[src/rtl/sift_blur_pkg.sv]
// Shared types for the blur scale scheduler: FSM encoding, error codes and
// the per-scale Gaussian kernel table (each row's weights sum to 2^shift).
package sift_blur_pkg;

  typedef enum logic [2:0] {
    S_IDLE,
    S_LOAD,
    S_START,
    S_RUN,
    S_CHECK,
    S_DONE,
    S_ERR
  } state_t;

  localparam logic [1:0] ERR_NONE    = 2'b00;
  localparam logic [1:0] ERR_TIMEOUT = 2'b01;
  localparam logic [1:0] ERR_COUNT   = 2'b10;

  localparam int KW = 8;

  typedef struct packed {
    logic [KW-1:0] w0;
    logic [KW-1:0] w1;
    logic [KW-1:0] w2;
    logic [KW-1:0] w3;
    logic [KW-1:0] w4;
    logic [3:0]    shift;
  } kernel_t;

  function automatic kernel_t kernel_lut(input logic [1:0] scale);
    kernel_t k;
    case (scale)
      2'd0:    k = {8'd1, 8'd4, 8'd6, 8'd4, 8'd1, 4'd4};
      2'd1:    k = {8'd2, 8'd4, 8'd4, 8'd4, 8'd2, 4'd4};
      2'd2:    k = {8'd3, 8'd3, 8'd4, 8'd3, 8'd3, 4'd4};
      default: k = {8'd1, 8'd2, 8'd2, 8'd2, 8'd1, 4'd3};
    endcase
    return k;
  endfunction

endpackage

[src/rtl/blur_scale_scheduler_if.sv]
// Octave-control and blur-datapath signals of the scale scheduler.
// slave = scheduler side, master = octave control / datapath side.
interface blur_scale_scheduler_if #(
  parameter int CW = 8
);
  logic          start;
  logic          abort;
  logic          blur_valid;
  logic          blur_done;
  logic          blur_start;
  logic [CW-1:0] coef_w0;
  logic [CW-1:0] coef_w1;
  logic [CW-1:0] coef_w2;
  logic [CW-1:0] coef_w3;
  logic [CW-1:0] coef_w4;
  logic [3:0]    coef_shift;
  logic [1:0]    scale_idx;
  logic          scale_done;
  logic          octave_done;
  logic          busy;
  logic          error;
  logic [1:0]    err_code;

  modport slave (
    input  start, abort, blur_valid, blur_done,
    output blur_start, coef_w0, coef_w1, coef_w2, coef_w3, coef_w4, coef_shift,
           scale_idx, scale_done, octave_done, busy, error, err_code
  );

  modport master (
    output start, abort, blur_valid, blur_done,
    input  blur_start, coef_w0, coef_w1, coef_w2, coef_w3, coef_w4, coef_shift,
           scale_idx, scale_done, octave_done, busy, error, err_code
  );
endinterface

[src/rtl/blur_watchdog.sv]
// Cycle watchdog: counts enabled cycles since clear; expired_o is high on the
// enabled cycle whose increment would reach the loaded terminal count.
module blur_watchdog #(
  parameter int W = 20
) (
  input  logic         clk,
  input  logic         rst_n,
  input  logic         load_i,
  input  logic [W-1:0] load_val_i,
  input  logic         clr_i,
  input  logic         en_i,
  output logic         expired_o
);

  logic [W-1:0] cnt_q;
  logic [W-1:0] lim_q;

  always_ff @(posedge clk or negedge rst_n) begin
    if (!rst_n) begin
      cnt_q <= '0;
      lim_q <= '0;
    end else begin
      if (load_i) lim_q <= load_val_i;
      if (clr_i) cnt_q <= '0;
      else if (en_i) cnt_q <= cnt_q + W'(1);
    end
  end

  assign expired_o = en_i && ((cnt_q + W'(1)) == lim_q);

endmodule

[src/rtl/blur_scale_scheduler.sv]
// Steps the blur datapath through NUM_SCALES kernels per octave; first
// blur_start two cycles after start, all outputs registered, no backpressure.
module blur_scale_scheduler
  import sift_blur_pkg::*;
#(
  parameter int          WIDTH      = 128,
  parameter int          HEIGHT     = 128,
  parameter int          NUM_SCALES = 4,
  parameter logic [19:0] TIMEOUT    = 20'd100000,
  parameter int          CW         = 8
) (
  input logic                   clk,
  input logic                   rst_n,
  blur_scale_scheduler_if.slave bus
);

  localparam int             FRAME      = WIDTH * HEIGHT;
  localparam int             PW         = $clog2(FRAME + 1);
  localparam logic [PW-1:0]  PIX_TARGET = PW'(FRAME);
  localparam logic [PW-1:0]  PIX_MAX    = '1;
  localparam logic [1:0]     LAST_SCALE = 2'(NUM_SCALES - 1);

  state_t        state_q, state_d;
  logic [1:0]    scale_q, scale_d;
  logic [PW-1:0] pix_q, pix_d;
  kernel_t       coef_q, coef_d;
  logic          err_q, err_d;
  logic [1:0]    code_q, code_d;
  logic          scale_done_q, scale_done_d;
  logic          blur_start_q, busy_q, octave_done_q;
  logic          wd_load, wd_clr, wd_en, wd_expired;

  blur_watchdog #(.W(20)) u_watchdog (
    .clk        (clk),
    .rst_n      (rst_n),
    .load_i     (wd_load),
    .load_val_i (TIMEOUT - 20'd1),
    .clr_i      (wd_clr),
    .en_i       (wd_en),
    .expired_o  (wd_expired)
  );

  always_comb begin
    state_d      = state_q;
    scale_d      = scale_q;
    pix_d        = pix_q;
    coef_d       = coef_q;
    err_d        = err_q;
    code_d       = code_q;
    scale_done_d = 1'b0;
    wd_load      = 1'b0;
    wd_clr       = 1'b0;
    wd_en        = 1'b0;

    case (state_q)
      S_IDLE: begin
        if (bus.start) begin
          state_d = S_LOAD;
          scale_d = 2'd0;
          err_d   = 1'b0;
          code_d  = ERR_NONE;
          wd_load = 1'b1;
        end
      end
      S_LOAD: begin
        coef_d  = kernel_lut(scale_q);
        state_d = S_START;
      end
      S_START: begin
        pix_d   = '0;
        wd_clr  = 1'b1;
        state_d = S_RUN;
      end
      S_RUN: begin
        wd_en = 1'b1;
        // Saturate so surplus pixels can never wrap back onto the target.
        if (bus.blur_valid && (pix_q != PIX_MAX)) pix_d = pix_q + PW'(1);
        if (bus.blur_done) begin
          state_d = S_CHECK;
        end else if (wd_expired) begin
          state_d = S_ERR;
          err_d   = 1'b1;
          code_d  = ERR_TIMEOUT;
        end
      end
      S_CHECK: begin
        if (pix_q == PIX_TARGET) begin
          scale_done_d = 1'b1;
          if (scale_q == LAST_SCALE) begin
            state_d = S_DONE;
          end else begin
            scale_d = scale_q + 2'd1;
            state_d = S_LOAD;
          end
        end else begin
          state_d = S_ERR;
          err_d   = 1'b1;
          code_d  = ERR_COUNT;
        end
      end
      S_DONE:  state_d = S_IDLE;
      S_ERR:   state_d = S_IDLE;
      default: state_d = S_IDLE;
    endcase

    // Abort overrides whatever the current state decided.
    if (bus.abort && (state_q != S_IDLE)) begin
      state_d      = S_IDLE;
      scale_d      = scale_q;
      pix_d        = pix_q;
      coef_d       = coef_q;
      err_d        = err_q;
      code_d       = code_q;
      scale_done_d = 1'b0;
      wd_clr       = 1'b0;
      wd_en        = 1'b0;
    end
  end

  always_ff @(posedge clk or negedge rst_n) begin
    if (!rst_n) begin
      state_q       <= S_IDLE;
      scale_q       <= '0;
      pix_q         <= '0;
      coef_q        <= '0;
      err_q         <= 1'b0;
      code_q        <= ERR_NONE;
      scale_done_q  <= 1'b0;
      blur_start_q  <= 1'b0;
      busy_q        <= 1'b0;
      octave_done_q <= 1'b0;
    end else begin
      state_q       <= state_d;
      scale_q       <= scale_d;
      pix_q         <= pix_d;
      coef_q        <= coef_d;
      err_q         <= err_d;
      code_q        <= code_d;
      scale_done_q  <= scale_done_d;
      blur_start_q  <= (state_d == S_START);
      busy_q        <= (state_d != S_IDLE);
      octave_done_q <= (state_d == S_DONE);
    end
  end

  assign bus.blur_start  = blur_start_q;
  assign bus.coef_w0     = CW'(coef_q.w0);
  assign bus.coef_w1     = CW'(coef_q.w1);
  assign bus.coef_w2     = CW'(coef_q.w2);
  assign bus.coef_w3     = CW'(coef_q.w3);
  assign bus.coef_w4     = CW'(coef_q.w4);
  assign bus.coef_shift  = coef_q.shift;
  assign bus.scale_idx   = scale_q;
  assign bus.scale_done  = scale_done_q;
  assign bus.octave_done = octave_done_q;
  assign bus.busy        = busy_q;
  assign bus.error       = err_q;
  assign bus.err_code    = code_q;

endmodule
[src/flat_wrapper.sv]
// flat-port wrapper written by rule: the top's interface ports become plain ports
module blur_scale_scheduler_flat import sift_blur_pkg::*;
#(
  parameter int          WIDTH      = 128,
  parameter int          HEIGHT     = 128,
  parameter int          NUM_SCALES = 4,
  parameter logic [19:0] TIMEOUT    = 20'd100000,
  parameter int          CW         = 8
)
  (clk, rst_n, bus_start, bus_abort, bus_blur_valid, bus_blur_done, bus_blur_start, bus_coef_w0, bus_coef_w1, bus_coef_w2, bus_coef_w3, bus_coef_w4, bus_coef_shift, bus_scale_idx, bus_scale_done, bus_octave_done, bus_busy, bus_error, bus_err_code);
  blur_scale_scheduler_if #(.CW(CW)) bus_i ();
  input logic clk;
  input logic rst_n;
  input wire logic [$bits(bus_i.start)-1:0] bus_start;
  input wire logic [$bits(bus_i.abort)-1:0] bus_abort;
  input wire logic [$bits(bus_i.blur_valid)-1:0] bus_blur_valid;
  input wire logic [$bits(bus_i.blur_done)-1:0] bus_blur_done;
  output wire logic [$bits(bus_i.blur_start)-1:0] bus_blur_start;
  output wire logic [$bits(bus_i.coef_w0)-1:0] bus_coef_w0;
  output wire logic [$bits(bus_i.coef_w1)-1:0] bus_coef_w1;
  output wire logic [$bits(bus_i.coef_w2)-1:0] bus_coef_w2;
  output wire logic [$bits(bus_i.coef_w3)-1:0] bus_coef_w3;
  output wire logic [$bits(bus_i.coef_w4)-1:0] bus_coef_w4;
  output wire logic [$bits(bus_i.coef_shift)-1:0] bus_coef_shift;
  output wire logic [$bits(bus_i.scale_idx)-1:0] bus_scale_idx;
  output wire logic [$bits(bus_i.scale_done)-1:0] bus_scale_done;
  output wire logic [$bits(bus_i.octave_done)-1:0] bus_octave_done;
  output wire logic [$bits(bus_i.busy)-1:0] bus_busy;
  output wire logic [$bits(bus_i.error)-1:0] bus_error;
  output wire logic [$bits(bus_i.err_code)-1:0] bus_err_code;
  assign bus_i.start = bus_start;
  assign bus_i.abort = bus_abort;
  assign bus_i.blur_valid = bus_blur_valid;
  assign bus_i.blur_done = bus_blur_done;
  assign bus_blur_start = bus_i.blur_start;
  assign bus_coef_w0 = bus_i.coef_w0;
  assign bus_coef_w1 = bus_i.coef_w1;
  assign bus_coef_w2 = bus_i.coef_w2;
  assign bus_coef_w3 = bus_i.coef_w3;
  assign bus_coef_w4 = bus_i.coef_w4;
  assign bus_coef_shift = bus_i.coef_shift;
  assign bus_scale_idx = bus_i.scale_idx;
  assign bus_scale_done = bus_i.scale_done;
  assign bus_octave_done = bus_i.octave_done;
  assign bus_busy = bus_i.busy;
  assign bus_error = bus_i.error;
  assign bus_err_code = bus_i.err_code;
  blur_scale_scheduler #(.WIDTH(WIDTH), .HEIGHT(HEIGHT), .NUM_SCALES(NUM_SCALES), .TIMEOUT(TIMEOUT), .CW(CW)) u_core (.clk(clk), .rst_n(rst_n), .bus(bus_i));
endmodule
[config.mk]
export PLATFORM = sky130hd
export DESIGN_NAME = blur_scale_scheduler_flat
export DESIGN_NICKNAME = d
export VERILOG_FILES = /design/src/rtl/sift_blur_pkg.sv /design/src/rtl/blur_scale_scheduler_if.sv /design/src/rtl/blur_watchdog.sv /design/src/rtl/blur_scale_scheduler.sv /design/src/flat_wrapper.sv
export SDC_FILE = /design/constraint.sdc
export NUM_CORES = 1
export LEC_CHECK = 0
export ABC_AREA = 0
export CORE_ASPECT_RATIO = 1.75
export CORE_MARGIN = 5
export CORE_UTILIZATION = 49
export CTS_CLUSTER_DIAMETER = 50
export CTS_CLUSTER_SIZE = 25
export DETAILED_ROUTE_END_ITERATION = 12
export PLACE_DENSITY = 0.8
export SLEW_MARGIN = 20
export SYNTH_ARGS = -nofsm -noshare
export SYNTH_HDL_FRONTEND = slang
export SYNTH_SLANG_ARGS = --single-unit
[constraint.sdc]
create_clock -name clk -period 2 [get_ports clk]
set_input_delay 0.6 -clock clk [delete_from_list [all_inputs] [get_ports clk]]
set_output_delay 0.6 -clock clk [all_outputs]
set_load 0.1 [all_outputs]
* After elaboration in Yosys (flattened, before gate mapping)
Index checks and enable logic that the tools add are counted.
** Operators by class
- Equal/unequal tests :: 19
- Mux-type cells :: 34
- Reductions and logical operators :: 15
- Bitwise logic cells :: 1
- Add/sub/neg operators :: 3
** Operators by type and width (number)
- $pmux W38 S3 :: 1
- $mux W20 :: 2
- $pmux W15 S2 :: 1
- $add A20 B1 Y20 const B :: 1
- $eq A20 B17 Y1 :: 1
- $mux W3 :: 6
- $add A15 B1 Y15 const B :: 1
- $eq A15 B15 Y1 const B :: 1
- $mux W15 :: 1
- $ne A15 B15 Y1 const B :: 1
- $pmux W3 S5 :: 1
- $mux W1 :: 13
- $mux W2 :: 6
- $ne A2 B2 Y1 const B :: 5
- $eq A3 B2 Y1 const B :: 3
- $reduce_bool A3 Y1 :: 3
- $eq A3 B3 Y1 const B :: 2
- $pmux W2 S3 :: 1
- $reduce_and A6 Y1 :: 1
- $reduce_bool A2 Y1 :: 3
- $reduce_and A5 Y1 :: 1
- $eq A2 B2 Y1 const B :: 2
- $ne A2 B1 Y1 const B :: 2
- $pmux W2 S2 :: 1
- other kinds (10) :: 12
** Storage, ports and cells
- Output and inout bits :: 53
- Input bits :: 6
- Logic and storage cells :: 89
- Flip-flop bits (word level) :: 92

* Depth between registers and ports, before layout
- Word-level depth :: 9
- Mapped depth :: 10
- Mapped depth without buffers :: 8

* Hierarchy
Synthesis repeated with hierarchy kept, for this count alone.
** Second synthesis, totals
- Cell total of the unflattened synthesis :: 483
- Area, all modules :: 4573.1 um^2
** Modules (own cells, without submodules)
- blur_watchdog :: area each 2414.8 um^2, cells each 247, times used 1, seq. area each 1001.0 um^2
- blur_scale_scheduler :: area each 2158.3 um^2, cells each 236, times used 1, seq. area each 875.8 um^2

* Worst setup path before layout
OpenSTA, ideal clock, no wires.
- Path kind :: input port to flip-flop
- Start :: in bus_abort
- End :: reg u_core.pix_q[9]
- Data arrival time :: 2.124 ns
- Slack :: -0.263 ns
- Stages on the path :: 9
- Setup time :: 0.139 ns
- Required time :: 1.861 ns
- Buffers on the path :: 2
- Cell sequence :: buf_2 or3b_1 buf_2 nor2_1 and3_1 a21boi_1 and3_1 xnor2_1 nor2_1
** Between the ends
- Cells in the longest elaborated chain, start to end :: 3
** Ends and longest elaborated chain
- from (decl) :: line flat_wrapper.sv:15 : input wire logic [$bits(bus_i.abort)-1:0] bus_abort;
- $logic_and A1 B1 Y1 :: line blur_scale_scheduler.sv:107 : if (bus.abort && (state_q != S_IDLE)) begin
- $not A1 Y1 (no source line)
- $reduce_and A3 Y1 (no source line)
- to (signal assigned) :: line blur_scale_scheduler.sv:135 : pix_q <= pix_d;
- to (decl) :: line blur_scale_scheduler.sv:25 : logic [PW-1:0] pix_q, pix_d;
No other way between the ends.
A chain may end at the register's enable or synchronous reset.

* Worst setup path after layout
- Start :: reg u_core.u_watchdog.cnt_q[0]
- End :: reg u_core.code_q[1], in the netlist u_core.bus.err_code[1]
** Between the ends
- Cells in the longest elaborated chain, start to end :: 5
** Ends and longest elaborated chain
- from (decl) :: line blur_watchdog.sv:15 : logic [W-1:0] cnt_q;
- from (signal assigned) :: line blur_watchdog.sv:25 : else if (en_i) cnt_q <= cnt_q + W'(1);
- $add A20 B1 Y20 :: line blur_watchdog.sv:29 : assign expired_o = en_i && ((cnt_q + W'(1)) == lim_q);
- $eq A20 B17 Y1 :: line blur_watchdog.sv:29
- $logic_and A1 B1 Y1 :: line blur_watchdog.sv:29
- $ne A2 B2 Y1 (no source line)
- $reduce_and A6 Y1 (no source line)
- to (signal assigned) :: line blur_scale_scheduler.sv:138 : code_q <= code_d;
- to (decl) :: line blur_scale_scheduler.sv:28 : logic [1:0] code_q, code_d;
No other way between the ends.

==> key figures <==
Outcome
  • Run status: finished, violations left
  • Violated checks: setup timing

Floorplan
  • Die Ht: 125 µm
  • Initial Util: 0.495
  • Die area: 9500 µm²
  • Area of the core: 7510 µm²
  • DIE WIDTH: 75.9 µm
  • IO Count: 59
  • Rows: 42

CTS
  • H-tree depth: 2
  • Worst-Skew Late Latency: 0.30 ns
  • CTS root buffer: clkbuf_16
  • Max Buffers Root-to-Sink: 2
  • CTS buffer count: 5
  • Clk slew on worst S/H paths: 0.07 ns
  • CTS tree: built
  • CTS Hold Bufs: 0
  • Clock sink count: 56

STA
  • Period utilization: 1.13
  • Unrepaired setup endpoints after global routing: yes
  • Setup TNS Final: -0.933 ns
  • Final min period: 2.27 ns
  • Fmax achieved: 441 MHz
  • Skew final: 0.00400 ns
  • Max-slew violations: 0
  • Final hold vios: 0
  • Final setup viols: 6
  • Hold WS: 0.260 ns
  • Final worst setup slack: -0.268 ns

Power and ir drop
  • Worst vdd ir: 0.000717 V
  • Sequential Power Share: 0.282
  • Psw: 0.00265 W
  • Clock power share: 0.164
  • Leakage power: 2.33 nW
  • Cell Int Power: 0.00292 W
  • PwrDens: 1090 nW/µm²
  • Sw frac: 0.476
  • Logic gate share of total power: 0.554

Synth
  • Post-synth EDFFs: 0
  • Syn Inst Count: 447
  • Synth area leaders: dfrtp_1, buf_4, nand2_1
  • Synthesized area: 3720 µm²
  • Mean area per synthesized cell: 8.32 µm²
  • Cell variety after synth: 65
  • Top-count cell post-synth: nand2_1
  • Synth top cells by count: nand2_1, dfrtp_1, buf_4, o21ai_0, nor2_1
  • Top cell type's share of synthesized area: 0.377
  • Ys flop type: dfrtp_1
  • Seq cells post-synth: 56
  • Synth async-reset ratio: 1.00
  • Yosys top cell by area: dfrtp_1
  • Sequential area share after synthesis: 0.377
  • Ys Warns: 0

Critical path
  • Data required, critical path: 2.19 ns
  • R2r setup slk: -0.27 ns
  • FF-to-FF Start: u_core.u_watchdog.cnt_q[0]
  • Reg2reg path depth: 8
  • Reg-to-Reg End: u_core.bus.err_code[1]
  • Crit. End Element: flop
  • Crit Path Category: reg2reg
  • Critical Path Fanout Max: 4
  • Crit start category: flop
  • Critical Path AT: 2.46 ns

Routing
  • Routed met1 length: 3.59 mm
  • WL/cell: 16.4 µm
  • Routed met3 length: 494 µm
  • Vias per inst: 5.80
  • 1st-pass router iterations: 4
  • Met2 wire len: 5.71 mm
  • Max Used Layer: met4
  • # DRC: 0
  • Detail Route Antenna Nets: 0
  • DRT Wirelength: 10.5 mm
  • Initial DRC Count: 256
  • DR vias: 3,686

Placed design
  • Total placed instance area: 4730 µm²
  • Dpl hpwl: 7.53 mm
  • Final Wtd Congestion: 0.932
  • IO Port Bufs: 29
  • Placed cell count: 613

Finish
  • Antenna cells: 0
  • Non-Filler Instances: 636
  • Layout cells sized above 1: 0.314
  • Nets: 561
  • Layout area overhead: 37.6%
  • Core Util, Final: 0.681
  • Post-Layout Inst Area: 5120 µm²

Global routing
  • Total grt overflow: 0
  • Initial antenna violation count: 0
  • Largest net degree at the start of global routing: 39
  • First-pass GRT wire length: 16.8 mm
  • Gr usage total: 0.224
  • Number of global-route vias before repair: 3,672

Flow run
  • Max Cap Violations: 0

Worst hold path
  • Hold Crit Class: in2async
sequential cells by signal, summed over array words and instances (netlist names), 2 cells and up:
| signal | count |
|---|---|
| u_core.bus.err_code | 2 |
| u_core.bus.coef_shift | 2 |
| u_core.u_watchdog.cnt_q | 20 |
| u_core.pix_q | 15 |
| u_core.state_q | 3 |
| u_core.bus.scale_idx | 2 |
| u_core.bus.coef_w0 | 2 |
| u_core.bus.coef_w1 | 3 |
worst max path at each step:
stage	cells past startpoint	slack (ns)	startpoint	endpoint
finish	8	-0.27	u_core.u_watchdog.cnt_q[0]	u_core.bus.err_code[1]
global route	11	-0.37	u_core.u_watchdog.cnt_q[4]	u_core.bus.err_code[0]
CTS	8	-0.28	u_core.u_watchdog.cnt_q[1]	u_core.bus.err_code[1]
detailed placement	8	-0.70	bus_abort	u_core.bus.err_code[1]
global placement	8	-0.57	bus_abort	u_core.bus.err_code[1]
floorplan	8	-0.17	u_core.u_watchdog.cnt_q[0]	u_core.bus.err_code[1]
per-stage QoR:
stage          setup slack (ns)  total power [W]
6_report                 -0.268          0.00557
5_1_grt                  -0.375          0.00583
4_1_cts                  -0.275          0.00554
3_5_place_dp             -0.703          0.00456
3_3_place_gp             -0.566          0.00448
2_1_floorplan            -0.174          0.00354
area by class of cell:
type / instances / area, µm²
clock buffers: 7 / 143
clock inverters: 1 / 7.51
fillers: 591 / 2400
inverters: 15 / 56.3
multi-input cells: 344 / 2120
flip-flops and latches: 56 / 1400
well taps: 88 / 110
repair buffers: 125 / 1280
power groups by stage:
stage	Combinational (W)	Sequential, W	Clock [W]
finish	0.00309	0.00157	0.000913
CTS	0.00305	0.00157	0.000933
global route	0.00326	0.00160	0.000976
detailed placement	0.00296	0.00159	0
global placement	0.00290	0.00158	0
floorplan	0.00146	0.00208	0
per-layer routing:
metal  GRT usage  vias up
met5           0        -
met4       0.150        0
met3      0.0450       52
met2       0.389      138
met1       0.229     1768
li1            -     1728
cell usage in the layout (no fill, tap or decap), types with 4 or more instances in the layout:
| master | netlist | layout |
|---|---|---|
| clkbuf_16 | 0 | 5 |
| and2_1 | 5 | 5 |
| or3_1 | 8 | 7 |
| o22ai_1 | 4 | 4 |
| a31oi_1 | 6 | 6 |
| mux2i_1 | 4 | 4 |
| a21oi_1 | 26 | 26 |
| inv_1 | 15 | 15 |
| o21ai_0 | 31 | 26 |
| nand2_1 | 65 | 63 |
| ha_1 | 8 | 6 |
| conb_1 | 1 | 29 |
| dfrtp_1 | 56 | 54 |
| o21ai_1 | 0 | 5 |
| nand3_1 | 15 | 15 |
| nor4_1 | 8 | 4 |
| and3_1 | 7 | 6 |
| xor2_1 | 4 | 4 |
| nor3_1 | 20 | 19 |
| buf_12 | 0 | 26 |
| a22o_1 | 4 | 4 |
| nand4_1 | 11 | 11 |
| nor2_1 | 30 | 28 |
| buf_4 | 40 | 91 |
what timing repair did:
action                     4_1_cts  5_1_grt
buffers inserted                11        5
setup endpoints to repair       35       18
resized for setup               21       19
pin swaps                       16       14
worst max-delay path: stages, from the launching register on:
cell and delay (ns):
dfrtp_2 0.45, ha_4 0.20, xnor2_2 0.13, or4_4 0.48, nand2_1 0.12, nand4_1 0.12, nor3_2 0.23, nand4_2 0.14
a32o_2 0.29
kinds of logic (layout without fill, tap and decap cells):
family / count (synthesis) / in the layout / share of synthesized area
AO/OA/AOI/OAI: 99 / 99 / 0.174
other: 1 / 29 / 0.00101
AND/OR/NAND/NOR: 196 / 196 / 0.270
buffers and inverters: 75 / 148 / 0.121
adder cells (fa/ha/maj): 8 / 8 / 0.0269
flip-flops: 56 / 56 / 0.377
multiplexers: 4 / 4 / 0.0108
XOR/XNOR: 8 / 8 / 0.0188
No activity file was read; power rests on OpenSTA's default activity.
